$ cat src/rtl/parking_pkg.sv
`default_nettype none
// ============================================================================
// Module   : parking_pkg
// Brief    : Shared types and constants for the parking gate controller.
// Revision : 1.0
// ============================================================================

package parking_pkg;

    typedef enum logic [0:0] {
        GATE_IDLE = 1'b0,
        GATE_OPEN = 1'b1
    } gate_state_t;

    // Entry and exit commits are OR-merged, so both together read as 2'b11.
    typedef logic [1:0] commit_t;
    localparam commit_t COMMIT_NONE = 2'b00;
    localparam commit_t COMMIT_INC  = 2'b01;
    localparam commit_t COMMIT_DEC  = 2'b10;

    function automatic int cnt_width(input int capacity);
        return (capacity < 1) ? 1 : $clog2(capacity + 1);
    endfunction

endpackage

`default_nettype wire

$ cat src/rtl/parking_gate_fsm.sv
`default_nettype none
// ============================================================================
// Module   : parking_gate_fsm
// Brief    : One barrier's request/open/pass handshake with an open timeout.
// Revision : 1.0
// ============================================================================

module parking_gate_fsm
    import parking_pkg::*;
#(
    parameter int OPEN_TIMEOUT = 8
) (
    input  logic clock,
    input  logic reset,
    input  logic req,
    input  logic pass,
    input  logic admit,
    output logic gate_open,
    output logic denied,
    output logic timeout,
    output logic commit
);

    localparam int TMR_W = (OPEN_TIMEOUT > 1) ? $clog2(OPEN_TIMEOUT) : 1;
    localparam logic [TMR_W-1:0] c_timer_last = TMR_W'(OPEN_TIMEOUT - 1);

    gate_state_t      r_state;
    gate_state_t      w_state_next;
    logic [TMR_W-1:0] r_timer;
    logic [TMR_W-1:0] w_timer_next;
    logic             r_denied;
    logic             w_denied_next;
    logic             r_timeout;
    logic             w_timeout_next;

    always_ff @(posedge clock) begin
        if (reset) begin
            r_state   <= GATE_IDLE;
            r_timer   <= '0;
            r_denied  <= 1'b0;
            r_timeout <= 1'b0;
        end else begin
            r_state   <= w_state_next;
            r_timer   <= w_timer_next;
            r_denied  <= w_denied_next;
            r_timeout <= w_timeout_next;
        end
    end

    // commit is combinational so the counter updates on the same edge that samples pass.
    always_comb begin
        w_state_next   = r_state;
        w_timer_next   = r_timer;
        w_denied_next  = 1'b0;
        w_timeout_next = 1'b0;
        commit         = 1'b0;
        case (r_state)
            GATE_IDLE: begin
                w_timer_next = '0;
                if (req) begin
                    if (admit) begin
                        w_state_next = GATE_OPEN;
                    end else begin
                        w_denied_next = 1'b1;
                    end
                end
            end
            GATE_OPEN: begin
                if (pass) begin
                    commit       = 1'b1;
                    w_state_next = GATE_IDLE;
                    w_timer_next = '0;
                end else if (r_timer == c_timer_last) begin
                    w_timeout_next = 1'b1;
                    w_state_next   = GATE_IDLE;
                    w_timer_next   = '0;
                end else begin
                    w_timer_next = r_timer + 1'b1;
                end
            end
            default: begin
                w_state_next = GATE_IDLE;
                w_timer_next = '0;
            end
        endcase
    end

    assign gate_open = (r_state == GATE_OPEN);
    assign denied    = r_denied;
    assign timeout   = r_timeout;

endmodule

`default_nettype wire

$ cat src/rtl/parking_gate_controller.sv
`default_nettype none
// ============================================================================
// Module   : parking_gate_controller
// Brief    : Lot occupancy counter driven by independent entry/exit gate FSMs.
// Revision : 1.0
// ============================================================================

module parking_gate_controller
    import parking_pkg::*;
#(
    parameter int CAPACITY     = 15,
    parameter int CNT_W        = cnt_width(CAPACITY),
    parameter int OPEN_TIMEOUT = 8,
    parameter int NEAR_FULL    = CAPACITY - 2
) (
    input  logic             clock,
    input  logic             reset,
    input  logic             entry_req,
    input  logic             entry_pass,
    input  logic             exit_req,
    input  logic             exit_pass,
    output logic             entry_gate_open,
    output logic             exit_gate_open,
    output logic             entry_denied,
    output logic             exit_denied,
    output logic             entry_timeout,
    output logic             exit_timeout,
    output logic [CNT_W-1:0] count,
    output logic             full_signal,
    output logic             empty_signal,
    output logic             near_full
);

    localparam logic [CNT_W-1:0] c_capacity    = CNT_W'(CAPACITY);
    localparam logic [CNT_W-1:0] c_near_full   = CNT_W'(NEAR_FULL);
    localparam logic             c_near_always = (NEAR_FULL <= 0);

    logic [CNT_W-1:0] r_count;
    logic [CNT_W-1:0] w_count_next;
    logic             r_full;
    logic             r_empty;
    logic             r_near;
    logic             w_entry_admit;
    logic             w_exit_admit;
    logic             w_entry_commit;
    logic             w_exit_commit;
    commit_t          w_commit;

    // Admission looks only at committed occupancy; a pending exit frees nothing.
    assign w_entry_admit = (r_count < c_capacity);
    assign w_exit_admit  = (r_count != '0);

    parking_gate_fsm #(
        .OPEN_TIMEOUT (OPEN_TIMEOUT)
    ) u_entry_gate (
        .clock     (clock),
        .reset     (reset),
        .req       (entry_req),
        .pass      (entry_pass),
        .admit     (w_entry_admit),
        .gate_open (entry_gate_open),
        .denied    (entry_denied),
        .timeout   (entry_timeout),
        .commit    (w_entry_commit)
    );

    parking_gate_fsm #(
        .OPEN_TIMEOUT (OPEN_TIMEOUT)
    ) u_exit_gate (
        .clock     (clock),
        .reset     (reset),
        .req       (exit_req),
        .pass      (exit_pass),
        .admit     (w_exit_admit),
        .gate_open (exit_gate_open),
        .denied    (exit_denied),
        .timeout   (exit_timeout),
        .commit    (w_exit_commit)
    );

    // Simultaneous commits merge to INC|DEC and fall through to "hold".
    always_comb begin
        w_commit = COMMIT_NONE;
        if (w_entry_commit) begin
            w_commit = w_commit | COMMIT_INC;
        end
        if (w_exit_commit) begin
            w_commit = w_commit | COMMIT_DEC;
        end
        w_count_next = r_count;
        case (w_commit)
            COMMIT_INC: begin
                if (r_count < c_capacity) begin
                    w_count_next = r_count + 1'b1;
                end
            end
            COMMIT_DEC: begin
                if (r_count != '0) begin
                    w_count_next = r_count - 1'b1;
                end
            end
            default: w_count_next = r_count;
        endcase
    end

    // Flags are registered from the next count so they move with count, glitch-free.
    always_ff @(posedge clock) begin
        if (reset) begin
            r_count <= '0;
            r_full  <= 1'b0;
            r_empty <= 1'b1;
            r_near  <= c_near_always;
        end else begin
            r_count <= w_count_next;
            r_full  <= (w_count_next == c_capacity);
            r_empty <= (w_count_next == '0);
            r_near  <= c_near_always || (w_count_next >= c_near_full);
        end
    end

    assign count        = r_count;
    assign full_signal  = r_full;
    assign empty_signal = r_empty;
    assign near_full    = r_near;

endmodule

`default_nettype wire
$ cat config.mk
export PLATFORM = sky130hd
export DESIGN_NAME = parking_gate_controller
export DESIGN_NICKNAME = d
export VERILOG_FILES = /design/src/rtl/parking_pkg.sv /design/src/rtl/parking_gate_fsm.sv /design/src/rtl/parking_gate_controller.sv
export SDC_FILE = /design/constraint.sdc
export NUM_CORES = 1
export LEC_CHECK = 0
export CORE_ASPECT_RATIO = 2
export CORE_UTILIZATION = 34
export CTS_CLUSTER_DIAMETER = 150
export CTS_CLUSTER_SIZE = 40
export DETAILED_ROUTE_END_ITERATION = 8
export GPL_TIMING_DRIVEN = 0
export PLACE_DENSITY = 0.55
export SYNTH_ARGS = -nofsm -noshare
export SYNTH_HDL_FRONTEND = slang
export SYNTH_SLANG_ARGS = --single-unit
$ cat constraint.sdc
create_clock -name clock -period 4.6 [get_ports clock]
set_clock_uncertainty 0.1 [all_clocks]
set_input_delay 0.46 -clock clock [delete_from_list [all_inputs] [get_ports clock]]
set_output_delay 0.46 -clock clock [all_outputs]
set_load 0.05 [all_outputs]
==> impl_metrics.toml <==
[run_status]
status = "finished clean"

[sta]
hold_viol_final = 0
tightest_slew_ns = 0.500
finalSetupTns_ns = 0
hold_ws_ns = 0.322
post-route-period-util_pct = 51.0
setup_ws_ns = 2.26
slew_violations = 0
post-route-min-period_ns = 2.34
fmax_mhz = 427
setup_viol = 0
maxSlewHeadroom_pct = 66.6
rsz0062_at_grt = "no"

[cells_and_area]
multi_input_area_um2 = 542
nFillCells = 271
regArea_um2 = 380
design_area_um2 = 1250
drive_gt1_share_pct = 13.7
area_delta_synth_final_pct = 26.5
diodes = 0
fin_nets = 139

[yosys]
synth_ff_type = "dfxtp_1"
netlist.area_leader.share_pct = 38.3
synth_common_cells = "19 x dfxtp_1, 13 x nor2_1, 8 x ha_1, 8 x nand2_1, 6 x inv_1"
synth_area_um2 = 992
synth-seq-cells = 19
yosys.area.top_type = "dfxtp_1"
async_reset_ff_share_pct = 0
yosysSeqAreaShare_pct = 38.3
synth.distinct_cells = 40
synth_most_common_cell = "dfxtp_1"
syn_inst = 102
syn_area_per_cell_um2 = 9.73
synth_nets = 116
ys_warn_count = 0
synthTopCellsByArea = "dfxtp_1 38%, ha_1 10%, nor2_1 4.9%"
synth_edf_count = 0

[clock_tree]
clock-sinks = 19
clk_pin_slew_ns = 0.07
post_cts_resized = 0
htreeDepth = 1
clockBufferDepth = 2
cts-root-buf = "clkbuf_8"
ctsHoldBuffers = 0
numCtsBuffers = 3
cts_setup_buffers = 0
cts_tree = "built"
insertion_delay_ns = 0.26

[floorplanning]
die_y_um = 78.4
initial_core_util_pct = 35.8
io_pins = 19
dieArea_um2 = 3150
core_um2 = 2770
die_width_um = 40.2
num_rows = 27

[power]
power.density_nw_per_um2 = 250
p_total_mw = 0.314
p_leak_nw = 0.532
vdd_drop_max_mv = 0.165

[detailed_routing]
postRouteAntennaNets = 0
vias = 811
avgRoutedWirePerCell_um = 14.7
wirelength_um = 2260
vias_per_cell = 5.30
drtIter0Drc = 6
detail_route.first_pass.iterations = 4
route.detailed.drc = 0

[global_route]
grt_start_max_net_pins = 12
track_usage_pct = 16.8
overflow = 0
grt_antenna_before_repair = 0
grt_pass1_wl_um = 3660
grt_pass1_vias = 805

[worst_hold_path]
worst_hold_path_type = "reg -> reg"
worstHoldStart = "u_exit_gate.r_timer[0]"

[critical_path]
start_kind = "primary input"
crit_arrival_ns = 2.41
cp-end-kind = "register"
worstSetupPathType = "in -> reg"
r2r_start = "count[0]"
worstPathRequired_ns = 4.66
cp_max_fo = 9
crit_start = "entry_pass"

[place]
placed_cell_area_um2 = 1210
port_buffers = 18
hpwl_um = 1730
place_ws_ns = 1.97
gp_congestion = 0.820

[flow_run]
maxCapViolations = 0
## area by class of cell
class / count / share of cell area (%)
flip-flops and latches: 19 / 30.3
repair buffers: 18 / 14.4
inverters: 6 / 1.79
plain buffers: 4 / 3.79
clock inverters: 1 / 0.399
well taps: 29 / 2.89
multi-input cells: 73 / 43.2
clock buffers: 3 / 3.29
## state kept, by name (all words and copies together) (netlist names)
| register | flops |
|---|---|
| count | 4 |
| u_entry_gate.denied | 1 |
| u_exit_gate.r_timer | 3 |
| near_full | 1 |
| u_exit_gate.denied | 1 |
| u_entry_gate.r_timer | 3 |
| u_entry_gate.timeout | 1 |
| u_entry_gate.gate_open | 1 |
| full_signal | 1 |
| u_exit_gate.timeout | 1 |
| empty_signal | 1 |
| u_exit_gate.gate_open | 1 |
## kinds of logic after synthesis
family / after synthesis / synth area share (%)
simple gates: 43 / 25.3
compound gates: 19 / 15.5
flops: 19 / 38.3
buf+inv: 10 / 7.06
fa+ha+maj: 8 / 10.1
mux: 3 / 3.66
## path summary, 6_finish.rpt
| check | endpoint | slack, ns | cells past startpoint |
|---|---|---|---|
| hold reg to reg | u_exit_gate.r_timer[0] | 0.32 | 1 |
| setup / recovery | near_full | 2.26 | 9 |
| setup reg to reg | near_full | 2.30 | 7 |
| hold / removal | u_exit_gate.r_timer[0] | 0.32 | 1 |
## where the power goes
group	total, mW	leakage, nW	switching, mW	internal, mW
registers	0.167	0.154	0.00119	0.166
logic	0.0264	0.352	0.0144	0.0120
clock network	0.120	0.0255	0.0598	0.0604
## cells in the final DEF, fill, tap and decap left out, types with 3 or more instances in the layout
master	synthesis	layout
clkdlybuf4s50_1	0	18
clkbuf_8	0	3
o21ai_0	4	4
inv_1	6	6
and2_1	4	4
nand2_1	8	8
nor2_1	13	13
dfxtp_1	19	19
ha_1	8	8
## routing by layer
metal  global-route usage, %  vias to the layer above  wire [um]
li1                        -                      412          -
met1                    18.9                      368        906
met2                    27.4                       24       1210
met3                    2.82                        7         66
met4                    9.67                        0         74
met5                       0                        -          0
## worst max-delay path, stage by stage
cell and delay [ns]:
clkdlybuf4s50_1 0.52, nand2_1 0.09, ha_1 0.33, buf_12 0.13
nor2_1 0.04, mux2_1 0.28, a221oi_2 0.28, nor2_1 0.09
o21a_1 0.19
## through the flow
step / instances / utilization, %
floorplan: 102 / -
global placement: 149 / 43.6
detailed placement: 149 / 43.6
CTS: 153 / 45.3
global route: 153 / 45.3
finish: 153 / 45.3
(Power assumes the default switching activity.)
